<file path="config.mk">
export PLATFORM = sky130hd
export DESIGN_NAME = bram_stream_reader
export DESIGN_NICKNAME = d
export VERILOG_FILES = /design/src/rtl/kyber_pkg.sv /design/src/rtl/coef_fifo2.sv /design/src/rtl/bram_stream_reader.sv
export SDC_FILE = /design/constraint.sdc
export NUM_CORES = 1
export LEC_CHECK = 0
export CAP_MARGIN = 15
export CORE_MARGIN = 2
export CORE_UTILIZATION = 32
export DETAILED_ROUTE_END_ITERATION = 10
export GPL_TIMING_DRIVEN = 0
export PLACE_DENSITY_LB_ADDON = 0.12
export RECOVER_POWER = 100
export SYNTH_ARGS = -nofsm -noshare
export SYNTH_HDL_FRONTEND = slang
export SYNTH_SLANG_ARGS = --single-unit
</file>
<file path="constraint.sdc">
create_clock -name clk -period 3.55 [get_ports clk]
set_input_delay 0.355 -clock clk [delete_from_list [all_inputs] [get_ports clk]]
set_output_delay 0.355 -clock clk [all_outputs]
set_load 0.02 [all_outputs]
</file>
<file path="src/rtl/kyber_pkg.sv">
// kyber_pkg: constants and types shared by the coefficient read-out path.
//   N      - polynomial length (coefficients per sweep)
//   Q      - coefficient modulus
//   DATA_W - coefficient width
//   ADDR_W - coefficient BRAM address width
//   state_e - read-out FSM state encoding
package kyber_pkg;

    localparam int unsigned N      = 256;
    localparam int unsigned Q      = 3329;
    localparam int unsigned DATA_W = 12;
    localparam int unsigned ADDR_W = 8;

    typedef enum logic [1:0] {
        ST_IDLE  = 2'd0,
        ST_RUN   = 2'd1,
        ST_DRAIN = 2'd2
    } state_e;

endpackage

</file>
<file path="src/rtl/coef_fifo2.sv">
// coef_fifo2: two-entry FIFO that absorbs the BRAM read latency.
// Ports:
//   clk, rst      - clock, asynchronous active-high reset (flushes the FIFO)
//   push_i, din_i - write din_i at the tail
//   pop_i         - drop the head entry
//   head_o        - current head entry (valid while occ_o != 0)
//   occ_o         - number of stored entries, 0..2
// The caller must never push when full or pop when empty.
module coef_fifo2
    import kyber_pkg::*;
#(
    parameter int unsigned DW = kyber_pkg::DATA_W
) (
    input  logic          clk,
    input  logic          rst,
    input  logic          push_i,
    input  logic          pop_i,
    input  logic [DW-1:0] din_i,
    output logic [DW-1:0] head_o,
    output logic [1:0]    occ_o
);

    logic [DW-1:0] mem_q [2];
    logic          wr_q;
    logic          rd_q;
    logic [1:0]    occ_q;

    // Storage, pointers and occupancy
    always_ff @(posedge clk or posedge rst) begin
        if (rst) begin
            mem_q[0] <= '0;
            mem_q[1] <= '0;
            wr_q     <= 1'b0;
            rd_q     <= 1'b0;
            occ_q    <= 2'd0;
        end else begin
            if (push_i) begin
                mem_q[wr_q] <= din_i;
                wr_q        <= ~wr_q;
            end
            if (pop_i) begin
                rd_q <= ~rd_q;
            end
            occ_q <= occ_q + 2'(push_i) - 2'(pop_i);
        end
    end

    assign head_o = mem_q[rd_q];
    assign occ_o  = occ_q;

endmodule

</file>
<file path="src/rtl/bram_stream_reader.sv">
// bram_stream_reader: sweeps the coefficient BRAM once per start and
// presents the coefficients as a valid/ready stream with a last flag.
// Ports:
//   clk, rst        - clock, asynchronous active-high reset
//   start           - begin a sweep (sampled only while idle)
//   busy, done      - sweep in progress / one-cycle end-of-sweep pulse
//   raddr, rdata    - BRAM read port (rdata valid one cycle after raddr)
//   m_valid, m_data, m_last, m_ready - output stream
// Build option: define BRAM_READER_BITREV_EN to emit coefficients in
// bit-reversed address order; otherwise addresses run 0..2^ADDR_W-1.
module bram_stream_reader
    import kyber_pkg::*;
#(
    parameter int unsigned ADDR_W = kyber_pkg::ADDR_W,
    parameter int unsigned DATA_W = kyber_pkg::DATA_W
) (
    input  logic              clk,
    input  logic              rst,
    input  logic              start,
    output logic              busy,
    output logic              done,
    output logic [ADDR_W-1:0] raddr,
    input  logic [DATA_W-1:0] rdata,
    output logic              m_valid,
    output logic [DATA_W-1:0] m_data,
    output logic              m_last,
    input  logic              m_ready
);

    localparam int unsigned CNT_W    = ADDR_W + 1;
    localparam logic [CNT_W-1:0] LAST_IDX = CNT_W'((1 << ADDR_W) - 1);

    state_e             state_q, state_d;
    logic [CNT_W-1:0]   cnt_q, cnt_d;
    logic [CNT_W-1:0]   beat_q, beat_d;
    logic [ADDR_W-1:0]  raddr_q, raddr_d;
    logic               inflight_q, inflight_d;
    logic               busy_q, busy_d;
    logic               done_q, done_d;
    logic [1:0]         occ;
    logic [DATA_W-1:0]  head;
    logic               pop;
    logic               issue;
    logic               final_issue;
    logic               last_pop;

    // Counter-to-address mapping
    function automatic logic [ADDR_W-1:0] addr_map(input logic [ADDR_W-1:0] a);
        logic [ADDR_W-1:0] r;
`ifdef BRAM_READER_BITREV_EN
        for (int i = 0; i < int'(ADDR_W); i++) begin
            r[i] = a[int'(ADDR_W) - 1 - i];
        end
`else
        r = a;
`endif
        return r;
    endfunction

    assign pop         = (occ != 2'd0) && m_ready;
    // Credit check: entries held plus the read in flight, minus the one leaving
    assign issue       = (state_q == ST_RUN) &&
                         (({1'b0, occ} + 3'(inflight_q) - 3'(pop)) < 3'd2);
    assign final_issue = issue && (cnt_q == LAST_IDX);
    assign last_pop    = pop && (beat_q == LAST_IDX);

    // State register
    always_ff @(posedge clk or posedge rst) begin
        if (rst) begin
            state_q <= ST_IDLE;
        end else begin
            state_q <= state_d;
        end
    end

    // Next-state logic
    always_comb begin
        state_d = state_q;
        case (state_q)
            ST_IDLE:  if (start)       state_d = ST_RUN;
            ST_RUN:   if (final_issue) state_d = ST_DRAIN;
            ST_DRAIN: if (last_pop)    state_d = ST_IDLE;
            default:                   state_d = ST_IDLE;
        endcase
    end

    // Output and counter next values
    always_comb begin
        cnt_d      = cnt_q;
        beat_d     = beat_q;
        raddr_d    = raddr_q;
        inflight_d = issue;
        busy_d     = busy_q;
        done_d     = 1'b0;
        if ((state_q == ST_IDLE) && start) begin
            cnt_d   = '0;
            beat_d  = '0;
            raddr_d = addr_map('0);
            busy_d  = 1'b1;
        end
        // raddr already holds the address being read, so advance it to the next one
        if (issue) begin
            cnt_d   = cnt_q + CNT_W'(1);
            raddr_d = addr_map(cnt_q[ADDR_W-1:0] + ADDR_W'(1));
        end
        if (pop) begin
            beat_d = beat_q + CNT_W'(1);
        end
        if ((state_q == ST_DRAIN) && last_pop) begin
            done_d = 1'b1;
            busy_d = 1'b0;
        end
    end

    // Registered outputs and counters
    always_ff @(posedge clk or posedge rst) begin
        if (rst) begin
            cnt_q      <= '0;
            beat_q     <= '0;
            raddr_q    <= '0;
            inflight_q <= 1'b0;
            busy_q     <= 1'b0;
            done_q     <= 1'b0;
        end else begin
            cnt_q      <= cnt_d;
            beat_q     <= beat_d;
            raddr_q    <= raddr_d;
            inflight_q <= inflight_d;
            busy_q     <= busy_d;
            done_q     <= done_d;
        end
    end

    coef_fifo2 #(
        .DW(DATA_W)
    ) u_fifo (
        .clk    (clk),
        .rst    (rst),
        .push_i (inflight_q),
        .pop_i  (pop),
        .din_i  (rdata),
        .head_o (head),
        .occ_o  (occ)
    );

    assign busy    = busy_q;
    assign done    = done_q;
    assign raddr   = raddr_q;
    assign m_valid = (occ != 2'd0);
    assign m_data  = head;
    assign m_last  = m_valid && (beat_q == LAST_IDX);

endmodule

</file>
## Yosys cells after proc, flatten, opt, wreduce, memory -nomap -nowiden

Cells that the tools add are included.

| storage, ports and cells | value |
|---|---|
| bits in registers | 59 |
| input port bits | 16 |
| logic and storage cells | 66 |

| cells by class | value |
|---|---|
| add/sub/neg operators | 7 |
| order comparisons | 4 |
| equality and inequality tests | 7 |
| mux-type cells | 18 |
| bitwise operators | 4 |
| reduce and logical (&&, ||, !) cells | 14 |

Operators with widths:

| kind | number |
|---|---|
| 12-bit two-way mux | 4 |
| 9-bit two-way mux | 3 |
| 24-bit bitwise mux | 1 |
| 9-bit by 1-bit adder with 9-bit output, second input constant | 2 |
| 9-bit by 8-bit equality test with 1-bit output, second input constant | 2 |
| 8-bit two-way mux | 2 |
| 12-bit demux with 1-bit select | 1 |
| 8-bit by 1-bit adder with 8-bit output, second input constant | 1 |
| 1-bit logical AND | 8 |
| 2-bit nonzero test | 4 |
| 2-bit two-way mux | 3 |
| 2-bit != test, second input constant | 3 |
| 2-bit case mux with 3 select lines | 1 |
| 2-bit >= comparator, second input constant | 2 |
| 1-bit NOT with 2-bit output | 2 |
| 2-bit by 1-bit adder with 3-bit output | 1 |
| 3-bit by 2-bit less-than comparator with 1-bit output, second input constant | 1 |
| 1-bit two-way mux | 3 |
| 3-bit AND reduction | 1 |
| 3-bit by 1-bit subtractor with 3-bit output | 1 |
| 2-bit by 1-bit adder with 2-bit output | 1 |
| 2-bit by 1-bit equality test with 1-bit output, second input constant | 1 |
| 2-bit equality test, second input constant | 1 |
| 2-bit logical NOT | 1 |
| other kinds (3) | 4 |

## Depth between registers and ports, before layout

| depth | value |
|---|---|
| depth after elaboration | 8 |
| depth in mapped cells | 11 |
| depth with buffers taken out | 10 |

## Cells and area by module

From an unflattened synthesis, not the netlist that was laid out.

| second synthesis, totals | value |
|---|---|
| cell total of the unflattened synthesis | 209 |
| area, all modules | 2,593.7 um^2 |

By module, submodules not included:

| module | instances | cells each | area each (um^2) | sequential area each (um^2) |
|---|---|---|---|---|
| bram_stream_reader | 1 | 131 | 1,328.8 | 575.6 |
| coef_fifo2 | 1 | 78 | 1,265.0 | 700.7 |

## Least setup slack after synthesis

No wires, ideal clock.

| timing | value |
|---|---|
| path type | reg-to-reg |
| start point | register u_fifo.occ_q[1] (netlist: u_fifo.occ_o[1]) |
| end point | register cnt_q[2] |
| arrival time | 2.365 ns |
| required time | 3.471 ns |
| slack | 1.106 ns |
| stages on the path, launching flop included | 11 |
| cell sequence | dfrtp_1 > o21ai_0 > buf_2 > mux2i_1 > ha_1 > inv_1 > fa_1 > and3b_2 > nand2_2 > mux2_1 > mux2i_1 |

| between the ends | value |
|---|---|
| longest elaborated chain between the ends | 6 |

Ends and longest elaborated chain:

| element | line | text |
|---|---|---|
| start, declared | coef_fifo2.sv:26 | `logic [1:0] occ_q;` |
| start signal, assigned | coef_fifo2.sv:44 | `occ_q <= occ_q + 2'(push_i) - 2'(pop_i);` |
| parallel branches: the longest is 2 deep, another holds 2-bit by 1-bit adder with 3-bit output | -- |  |
| 3-bit by 1-bit subtractor with 3-bit output * | bram_stream_reader.sv:63 | `(({1'b0, occ} + 3'(inflight_q) - 3'(pop)) < 3'd2);` |
| 3-bit by 2-bit less-than comparator with 1-bit output * | bram_stream_reader.sv:63 |  |
| 1-bit logical AND * | bram_stream_reader.sv:62 | `assign issue = (state_q == ST_RUN) &&` |
| 9-bit two-way mux / 2-bit nonzero test (equally long branches) | -- |  |
| end signal, assigned | bram_stream_reader.sv:125 | `cnt_q <= cnt_d;` |
| end, declared | bram_stream_reader.sv:34 | `logic [CNT_W-1:0] cnt_q, cnt_d;` |

Mark *: on every way between the ends.
A chain may end at the register's enable or synchronous reset.

## Final worst setup path

| timing | value |
|---|---|
| start point | input m_ready |
| end point | register cnt_q[4] |

| between the ends | value |
|---|---|
| longest elaborated chain between the ends | 5 |

Ends and longest elaborated chain:

| element | line | text |
|---|---|---|
| start, declared | bram_stream_reader.sv:27 | `input logic m_ready` |
| 1-bit logical AND * | bram_stream_reader.sv:60 | `assign pop = (occ != 2'd0) && m_ready;` |
| 3-bit by 1-bit subtractor with 3-bit output * | bram_stream_reader.sv:63 |  |
| 3-bit by 2-bit less-than comparator with 1-bit output * | bram_stream_reader.sv:63 |  |
| 1-bit logical AND * | bram_stream_reader.sv:62 |  |
| via inflight_d | bram_stream_reader.sv:37 | `logic inflight_q, inflight_d;` |
| 9-bit two-way mux / 2-bit nonzero test (equally long branches) | -- |  |

The timed path passes the listed nets; every way through them passes the cells marked *.

==> impl_metrics.toml <==
[setup_path]
critical_path_required_ns = 3.74
cp_slowest_cell = "clkdlybuf4s50_1"
start_kind = "input pin"
max_stage_delay_ns = 0.54
cp-end-kind = "register"
cpMostUsedCell = "inv_1"
critical_path_arrival_ns = 3.12
path_max_fanout = 10
crit_path_start = "m_ready"
rrSetupSlack_ns = 0.62
crit_path_cell_trace = "clkdlybuf4s50_1, o21ai_0, clkbuf_1, mux2i_1, ha_1, inv_1, fa_1, and3b_1, nand2_2, inv_1, o21ai_1, a22o_1"
path_class = "in -> reg"
reg2reg_from = "u_fifo.occ_o[1]$_DFF_PP0_"

[synth]
synth_cell_type_count = 37
synth_nets = 224
synth_area_um2 = 2410
synth_seq_cells = 51
yosysWarnings = 0
ys_seq_area_share_pct = 53.0
postSynthCellCount = 202
syn_area_per_cell_um2 = 11.9

[run_status]
status = "finished clean"

[drt]
wl_per_cell_um = 13.0
drt_first_pass_iters = 4
drc_errors = 0
drt_wl_total_mm = 4.53
first_iter_violations = 51
vias = 1595
routed_via_density = 4.58
final_antenna_net_count = 0

[cts]
clockBufferDepth = 2
numCtsBuffers = 5
cts-resized-gates = 0
cts_post_setup_buffers_inserted = 0
cts.sink_count = 51
cts_hold_buffers = 0
clock_latency_ns = 0.30
clkTransAtPathRegs_ns = 0.09
htreeDepth = 2
ctsRootBufferMaster = "clkbuf_8"
cts_tree = "done"

[timing]
worst_slack_ns = 0.618
report.final.slew_viol_count = 0
rsz0062_at_grt = "no"
tightest_slew_ns = 0.693
finalSetupTns_ns = 0
finalSetupViolations = 0
max_slew_margin_pct = 53.7
fmax_mhz = 341
hold_viol_final = 0
fin_skew_ns = 0.00873
min_period_ns = 2.93
final.period_utilization_pct = 82.6

[cells_and_area]
areaGrowthSynthToFinish_pct = 26.2
final_nets = 271
multi_input_area_um2 = 1020
n_antenna_cell = 0
drive_gt1_share_pct = 22.1
fill_cells = 712
seq_area_um2 = 1280

[placed_design]
globalplace.congestion = 0.685
dp_hpwl_mm = 3.16
io_buffer_count = 39
place_ws_ns = 0.497

[floorplanning]
die_w_um = 90.7
rows = 31
start_util_pct = 33.2
core_um2 = 7250
die_h_um = 90.7
die-area_um2 = 8230
io_pins = 40

[worst_hold_path]
hold_path.class = "reg -> reg"
min_from = "beat_q[8]$_DFFE_PP0P_"

[global_routing]
grtUsageTotal_pct = 12.0
grt_max_degree = 40
grt_pass1_wl_mm = 8.02
antenna_found_initial = 0
grt_overflow = 0
grt_pass1_vias = 1685

[power]
p_per_area_nw_per_um2 = 839
ir_drop_mv = 0.314
leakagePower_nw = 1.33
power.total_mw = 2.55

[run]
maxCapViolCount = 0
## synthesized netlist by cell type
master | number | area share [%]
mux2_2 | 36 | 17
o41ai_1 | 1 | 0.36
nand2_2 | 1 | 0.26
xnor2_2 | 1 | 0.68
buf_2 | 4 | 0.83
nand2b_1 | 1 | 0.26
o21a_1 | 3 | 0.94
mux2_1 | 1 | 0.47
buf_4 | 8 | 2.5
fa_1 | 1 | 0.83
a22o_1 | 2 | 0.73
xnor2_1 | 3 | 1.1
nor3_1 | 3 | 0.62
o21ai_0 | 14 | 2.9
o31ai_1 | 2 | 0.62
and3b_2 | 1 | 0.42
o311ai_1 | 1 | 0.36
mux2i_1 | 5 | 2.1
inv_2 | 1 | 0.16
a21o_1 | 2 | 0.62
or2_2 | 1 | 0.26
and3_1 | 3 | 0.78
o21ai_1 | 1 | 0.21
dfrtp_1 | 51 | 53
nand3_1 | 7 | 1.5
nand3b_1 | 1 | 0.31
and2_1 | 2 | 0.52
nor2_1 | 9 | 1.4
nand2_1 | 20 | 3.1
a21oi_1 | 1 | 0.21
inv_1 | 5 | 0.78
nor4_1 | 1 | 0.26
ha_1 | 5 | 2.6
nor2b_1 | 1 | 0.26
xor2_1 | 1 | 0.36
a211oi_1 | 1 | 0.31
nor3b_2 | 1 | 0.52
## worst max-delay path: cells and delay by family
family,cells,cell delay (ns)
buf+inv,4,1.09
fa+ha+maj,2,0.67
compound gates,3,0.43
simple gates,2,0.37
mux,1,0.20
## area by class of cell
| cell class | instances | share of cell area [%] |
|---|---|---|
| timing repair buffer | 40 | 13.5 |
| clock inverter | 2 | 1.24 |
| inverter | 6 | 0.742 |
| buffer | 12 | 2.47 |
| sequential | 51 | 42.0 |
| multi-input combinational | 133 | 33.6 |
| tap | 99 | 4.08 |
| clock buffer | 5 | 2.27 |
## metal layers
| metal | global-route usage [%] | part of all wire (%) | up-vias |
|---|---|---|---|
| met5 | 0 | 0 | - |
| met4 | 3.46 | 0.88 | 0 |
| met3 | 3.34 | 5.2 | 5 |
| met2 | 19.0 | 45 | 36 |
| met1 | 16.1 | 49 | 759 |
| li1 | - | - | 795 |
## logic make-up (layout without fill, tap and decap cells)
| family | after synthesis | after routing | synth area share (%) |
|---|---|---|---|
| fa+ha+maj | 6 | 6 | 3.43 |
| flops | 51 | 51 | 53.0 |
| mux | 42 | 42 | 19.4 |
| compound gates | 28 | 28 | 7.28 |
| buf+inv | 18 | 65 | 4.26 |
| xor+xnor | 5 | 5 | 2.13 |
| simple gates | 52 | 52 | 10.5 |
## sequential cells by signal, indices dropped and copies added (netlist names)
name	flops
cnt_q	9
state_q	2
busy	1
u_fifo.occ_o	2
u_fifo.rd_q	1
u_fifo.wr_q	1
inflight_q	1
u_fifo.mem_q	24
done	1
beat_q	9
## path summary, 6_finish.rpt
path                                           endpoint  depth (start not counted)
setup / recovery                   cnt_q[4]$_DFFE_PP0P_                         12
min in group asynchronous  u_fifo.mem_q[12]$_DFFE_PP0P_                          2
max in group asynchronous                done$_DFF_PP0_                          3
hold reg to reg                   beat_q[8]$_DFFE_PP0P_                          2
setup reg to reg                   cnt_q[2]$_DFFE_PP0P_                         10
hold / removal                    beat_q[8]$_DFFE_PP0P_                          2
## per-stage QoR
stage | utilization (%) | cells | cell area (µm²) | hold WS, ns
after global placement | 40.3 | 340 | 2920 | 0.466
final | 41.8 | 348 | 3040 | 0.488
after global routing | 41.8 | 348 | 3040 | 0.524
after floorplan | - | 202 | 2410 | 0.450
after detailed placement | 40.5 | 341 | 2940 | 0.471
after CTS | 42.0 | 348 | 3050 | 0.317
## cells in the final DEF, fill, tap and decap left out, types with 2 or more instances in the layout
| master | synthesis | routed |
|---|---|---|
| xnor2_1 | 3 | 3 |
| nand2_1 | 20 | 20 |
| dfrtp_1 | 51 | 51 |
| nor2_1 | 9 | 9 |
| o31ai_1 | 2 | 2 |
| o21a_1 | 3 | 3 |
| nor3_1 | 3 | 3 |
| mux2_2 | 36 | 36 |
| buf_4 | 8 | 8 |
| a21o_1 | 2 | 2 |
| nand3_1 | 7 | 7 |
| and2_1 | 2 | 2 |
| inv_1 | 5 | 6 |
| mux2i_1 | 5 | 5 |
| and3_1 | 3 | 3 |
| clkbuf_1 | 0 | 4 |
| a22o_1 | 2 | 2 |
| clkbuf_8 | 0 | 5 |
| o21ai_0 | 14 | 14 |
| ha_1 | 5 | 5 |
| dlygate4sd3_1 | 0 | 25 |
| clkdlybuf4s50_1 | 0 | 14 |
## where the power goes
part / leakage (nW) / total [mW] / internal [mW] / switching, mW
clock: 0.0502 / 0.395 / 0.206 / 0.189
sequential: 0.628 / 0.959 / 0.804 / 0.155
combinational: 0.649 / 1.19 / 0.622 / 0.572
(Power assumes the default switching activity.)
